`config.mk`:
```
export PLATFORM = sky130hd
export DESIGN_NAME = pc_fetch_unit
export DESIGN_NICKNAME = d
export VERILOG_FILES = /design/src/rtl/bubble_pkg.sv /design/src/rtl/fetch_ctrl_fsm.sv /design/src/rtl/pc_fetch_unit.sv
export SDC_FILE = /design/constraint.sdc
export NUM_CORES = 1
export LEC_CHECK = 0
export CORE_AREA = 2 2 128 142
export CTS_CLUSTER_SIZE = 20
export DETAILED_ROUTE_END_ITERATION = 6
export DIE_AREA = 0 0 130 144
export PLACE_DENSITY = 0.82
export SETUP_SLACK_MARGIN = 0.05
export SYNTH_ARGS = -nofsm -noshare
export SYNTH_HDL_FRONTEND = slang
export SYNTH_SLANG_ARGS = --single-unit
```
`constraint.sdc`:
```
create_clock -name clk -period 2.1 [get_ports clk]
set_clock_uncertainty 0.1 [all_clocks]
set_input_delay 0.42 -clock clk [delete_from_list [all_inputs] [get_ports clk]]
set_output_delay 0.42 -clock clk [all_outputs]
set_load 0.1 [all_outputs]
```
`src/rtl/bubble_pkg.sv`:
```
// Shared fetch/branch definitions: datapath width, fetch FSM states, branch ctrl codes.
package bubble_pkg;

  localparam int XLEN = 32;

  typedef enum logic [1:0] {
    IDLE  = 2'd0,
    FETCH = 2'd1,
    HOLD  = 2'd2
  } fetch_state_t;

  typedef enum logic [2:0] {
    BEQ  = 3'd0,
    BNE  = 3'd1,
    BGT  = 3'd2,
    BGTE = 3'd3,
    BLE  = 3'd4,
    BLEQ = 3'd5,
    J    = 3'd6,
    JAL  = 3'd7
  } br_ctrl_t;

  typedef struct packed {
    logic [XLEN-1:0] pc;
    logic [XLEN-1:0] instr;
  } fetch_pkt_t;

  function automatic logic [XLEN-1:0] word_align(input logic [XLEN-1:0] a);
    return a & ~XLEN'(3);
  endfunction

endpackage

```
`src/rtl/fetch_ctrl_fsm.sv`:
```
// Fetch sequencing: IDLE/FETCH/HOLD state, stale-request squash and redirect flush.
// Latency: state, squash and flush are registered; strobes are same-cycle decodes.
// Backpressure: stays in HOLD while decode is not ready; FETCH waits on imem_ack.
module fetch_ctrl_fsm
  import bubble_pkg::*;
(
  input  logic clk,
  input  logic rst_n,
  input  logic imem_ack,
  input  logic id_ready,
  input  logic redirect,
  output logic fetching,
  output logic holding,
  output logic flush,
  output logic capture
`ifdef FETCH_PERF_EN
  ,
  output logic deliver,
  output logic discard
`endif
);

  fetch_state_t state;
  logic         squash;

  always_ff @(posedge clk or negedge rst_n) begin
    if (!rst_n) begin
      state  <= IDLE;
      squash <= 1'b0;
      flush  <= 1'b0;
    end else begin
      flush <= redirect;
      case (state)
        IDLE: state <= FETCH;
        FETCH: begin
          if (imem_ack) begin
            squash <= 1'b0;
            if (!squash && !redirect) state <= HOLD;
          end else if (redirect) begin
            // Request already on the bus keeps its address; its data is dropped on ack.
            squash <= 1'b1;
          end
        end
        HOLD: if (redirect || id_ready) state <= FETCH;
        default: state <= IDLE;
      endcase
    end
  end

  assign fetching = (state == FETCH);
  assign holding  = (state == HOLD);
  assign capture  = fetching && imem_ack && !squash && !redirect;

`ifdef FETCH_PERF_EN
  assign deliver = holding && id_ready && !redirect;
  assign discard = (fetching && imem_ack && (squash || redirect)) || (holding && redirect);
`endif

endmodule

```
`src/rtl/pc_fetch_unit.sv`:
```
// Fetch stage owning PC/RA; one instruction per two cycles, if_valid one cycle after imem_ack.
// Backpressure: holds the fetched word stable until id_ready; branch redirects override and flush.
// FETCH_PERF_EN adds fetch_count/squash_count counters.
module pc_fetch_unit
  import bubble_pkg::*;
#(
  parameter logic [31:0] RESET_PC = 32'h0000_0000,
  parameter logic [31:0] RESET_RA = 32'h0000_0000,
  parameter int          PC_STEP  = 4
) (
  input  logic        clk,
  input  logic        rst_n,
  input  logic        br_valid,
  input  logic        br_taken,
  input  logic [31:0] br_next_PC,
  input  logic        br_ra_we,
  input  logic [31:0] br_next_RA,
  output logic        imem_req,
  output logic [31:0] imem_addr,
  input  logic        imem_ack,
  input  logic [31:0] imem_rdata,
  output logic        if_valid,
  output logic [31:0] if_instr,
  output logic [31:0] if_PC,
  input  logic        id_ready,
  output logic [31:0] fetch_PC,
  output logic [31:0] curr_RA,
  output logic        flush
`ifdef FETCH_PERF_EN
  ,
  output logic [31:0] fetch_count,
  output logic [31:0] squash_count
`endif
);

  localparam logic [XLEN-1:0] STEP = XLEN'(PC_STEP);

  logic       redirect;
  logic       capture;
  logic [XLEN-1:0] fetch_pc_n;
  fetch_pkt_t pkt;
`ifdef FETCH_PERF_EN
  logic deliver;
  logic discard;
`endif

  assign redirect = br_valid && br_taken;

  fetch_ctrl_fsm u_ctrl (
    .clk      (clk),
    .rst_n    (rst_n),
    .imem_ack (imem_ack),
    .id_ready (id_ready),
    .redirect (redirect),
    .fetching (imem_req),
    .holding  (if_valid),
    .flush    (flush),
    .capture  (capture)
`ifdef FETCH_PERF_EN
    ,
    .deliver  (deliver),
    .discard  (discard)
`endif
  );

  always_comb begin
    fetch_pc_n = fetch_PC;
    if (redirect)     fetch_pc_n = word_align(br_next_PC);
    else if (capture) fetch_pc_n = fetch_PC + STEP;
  end

  always_ff @(posedge clk or negedge rst_n) begin
    if (!rst_n) begin
      fetch_PC  <= RESET_PC;
      curr_RA   <= RESET_RA;
      imem_addr <= RESET_PC;
      pkt       <= '{pc: RESET_PC, instr: '0};
    end else begin
      fetch_PC <= fetch_pc_n;
      // Address is frozen only while a request is outstanding.
      if (!(imem_req && !imem_ack)) imem_addr <= fetch_pc_n;
      if (capture) pkt <= '{pc: imem_addr, instr: imem_rdata};
      if (br_valid && br_ra_we) curr_RA <= br_next_RA;
    end
  end

  assign if_PC    = pkt.pc;
  assign if_instr = pkt.instr;

`ifdef FETCH_PERF_EN
  always_ff @(posedge clk or negedge rst_n) begin
    if (!rst_n) begin
      fetch_count  <= '0;
      squash_count <= '0;
    end else begin
      if (deliver) fetch_count  <= fetch_count + 32'd1;
      if (discard) squash_count <= squash_count + 32'd1;
    end
  end
`endif

endmodule

```
==> impl_results.md <==
- Yosys top cell by area: dfrtp_1
- Slew margin rel.: slightly above 70%
- Detailed Routing Iterations Pass 1: 5
- Register area share after synthesis: between 60% and 70%
- Tot GR Track Use: 22.3%
- # Max-Cap Violations: 0
- Initial antenna violation count: 2
- Vias in the first global route: about 6100
- Worst setup path startpoint: fetch_PC[15]$_DFF_PN0_
- CTS tree: done
- Wire per inst: 17.0 microns
- Reg-to-reg setup timing slack: around 0.067 ns
- Layout Area Growth over Synthesis: 60.1%
- Area of the multi-input gates: between 2000 and 3000 sq um
- Worst hold path class: input pin to flop
- Netlist cell types: 40
- CTS Buf Count: 17
- Final setup vio count: 0
- IO buf count: roughly 260
- Initial Util: between 30% and 40%
- Mean Syn Cell Area: between 10 and 15 sq um
- Top sig layer: met5
- Total grt overflow: 0
- Crit share post-route: 96.8%
- EDFF count, synth: 0
- GPL Wtd Cong: around 0.8
- Root Driver: clkbuf_16
- Final hold violation count: 0
- Die Y: around 140 microns
- First-pass GRT wire length: ~32000 microns
- Clock latency at the later pin of the worst-skew pair: approximately 0.42 ns
- Share of the synthesized area in the top cell type: 60.3%
- Vias per cell: roughly 5
- Synth Warn #: 0
- I/O Pins: between 200 and 300
- CP required: 2.29 ns
- Fin. max-slew vios: 0
- CTS H-tree lvls: 4
- Hold WS: between 0.3 and 0.4 ns
- FF+latch area: ~4200 sq um
- Top cells by count, synth: 223 x nand2_1, 164 x dfrtp_1, 50 x nor2_1
- DR WL met3: ~1400 microns
- Critical path fanouts, max: 6
- Total Nets Final: 1081
- Top-count cell post-synth: nand2_1
- Total Wirelength: 20900 microns
- Hpwl dp: ~15000 microns
- Routed vias: ~6000
- M1 wire length: 8380 microns
- Final core utilization: about 63%
- Fmax: just under 500 MHz
- Antenna-violating nets left: 0
- Status: finished, final reports clean
- Worst reg2reg path depth: 6
- Ys flop type: dfrtp_1
- Critical Path Start Type: flop
- Reg2reg end: fetch_PC[23]$_DFF_PN0_
- FILL cells: roughly 1400
- CORE AREA: ~17000 sq um
- Critical path endpoint category: flop
- Placed Area: just over 10000 sq um
- Synthesized net count: ~780
- Register bit total from synthesis: 164
- Die Area: 18700 sq um
- Pin count of the biggest net entering global routing: 57
- Chip width: roughly 130 microns
- Reg clk slew, reported paths: approximately 0.07 ns
- # rows: 51
- Setup crit end: fetch_PC[23]$_DFF_PN0_
- Drt drc: 0
- Antenna diodes: 0
- DRT iter0 DRCs: slightly above 400
- Final std cells w/o fill: approximately 1200
- Pin slew with the least headroom to its limit: 0.439 ns
- Clock sinks: approximately 160
- Worst Path Arrival: approximately 2.2 ns
- Met2 WL post-DR: 10400 microns
- Layout cell share with drive strength beyond 1: a little over a third
- Cell Area, Synth: around 6800 sq um
- Synth area leaders: dfrtp_1 60%, nand2_1 12%, mux2_2 7.3%
- Cells after Synth: ~680
- Max Root-Sink Buffers: 2
- RSZ-0062 raised after global routing: true
- Async S/R FF share, synth: 100%
- Design Area, Final: ~11000 sq um
- Period minus WS final: approximately 2 ns
- FF-to-FF Start: fetch_PC[15]$_DFF_PN0_
- Cells after DPL: ~1200
- WS Path Type: flop to flop
==> cells by family (layout without fill, tap and decap cells) <==
group / after synthesis / after routing / share of synthesized area (%)
and+or+nand+nor: 339 / 339 / 21.4
DFF: 164 / 164 / 60.3
adders and majority gates: 1 / 1 / 0.184
AOI/OAI and AO/OA: 72 / 72 / 6.01
xor gates and xnor gates: 22 / 22 / 2.83
buffers and inverters: 36 / 348 / 2.04
muxes: 44 / 44 / 7.28
==> through the flow <==
step | setup WS [ns] | TNS (ns)
5_1_grt | -0.0152 | -0.0216
3_5_place_dp | -0.483 | -28.89
6_report | 0.0671 | 0
4_1_cts | 0.0420 | 0
3_3_place_gp | -0.435 | -27.30
2_1_floorplan | -0.0623 | -0.157
==> worst max-delay path, cell delays in order (launching register included) <==
cell     delay, ns
dfrtp_4       0.49
nand4_1       0.12
buf_4         0.19
or3_1         0.44
nor4_4        0.30
xnor2_1       0.18
a21oi_1       0.10
==> final cells by class <==
type / instances / share of cell area [%]
Multi-Input combinational cell: 478 / 25.5
Clock buffer: 21 / 4.32
Inverter: 2 / 0.0689
Timing Repair Buffer: 314 / 27.7
Tap cell: 238 / 2.73
Sequential cell: 164 / 38.3
Clock inverter: 11 / 1.39
==> flip-flops by register name (all words and copies together) (netlist names) <==
signal / cells
curr_RA: 32
fetch_PC: 32
if_PC: 32
if_instr: 32
imem_addr: 32
u_ctrl.flush: 1
u_ctrl.squash: 1
u_ctrl.state: 2
==> how the worst min path moves through the flow <==
stage                                   from                   endpoint  cells after the start
global route                        imem_ack  u_ctrl.squash$_DFFE_PN0P_                      3
CTS                 if_instr[10]$_DFFE_PN0P_   if_instr[10]$_DFFE_PN0P_                      2
finish                              imem_ack  u_ctrl.squash$_DFFE_PN0P_                      3
global placement                       rst_n      if_PC[29]$_DFFE_PN0P_                      1
detailed placement                     rst_n      if_PC[29]$_DFFE_PN0P_                      1
floorplan                              rst_n     curr_RA[0]$_DFFE_PN0P_                      0
==> repair_timing <==
action                     4_1_cts  5_1_grt
gates resized for setup          2       22
hold endpoints to repair        38        0
pin swaps                        1       16
cloned                           0        0
setup endpoints to repair       11       29
hold buffers                     1        0
buffers inserted                 0        4
==> cell usage in the layout (no fill, tap or decap), types with 4 or more instances in the layout <==
cell and instances:
xor2_1 13, xnor2_1 8, clkinvlp_4 4, nor3_1 6, nand2_1 219, dfrtp_2 10
clkbuf_16 17, buf_6 5, buf_12 31, buf_4 178, dfrtp_4 15, nand3_1 12
clkdlybuf4s50_1 96, o22ai_1 9, nor4_4 5, o21ai_0 8, a21oi_1 38, mux2_2 43
nor2_1 49, a31oi_1 5, nand4_1 13, dfrtp_1 139
==> metal layers <==
metal / vias to the layer above / track usage [%]
met4: 4 / 9.45
li1: 2857 / -
met1: 3002 / 27.6
met3: 51 / 6.25
met2: 252 / 36.5
met5: - / 0
Power is left out: the tool's default activity adds up to more than one toggle a clock period on the data nets, which glitch-free logic cannot reach.
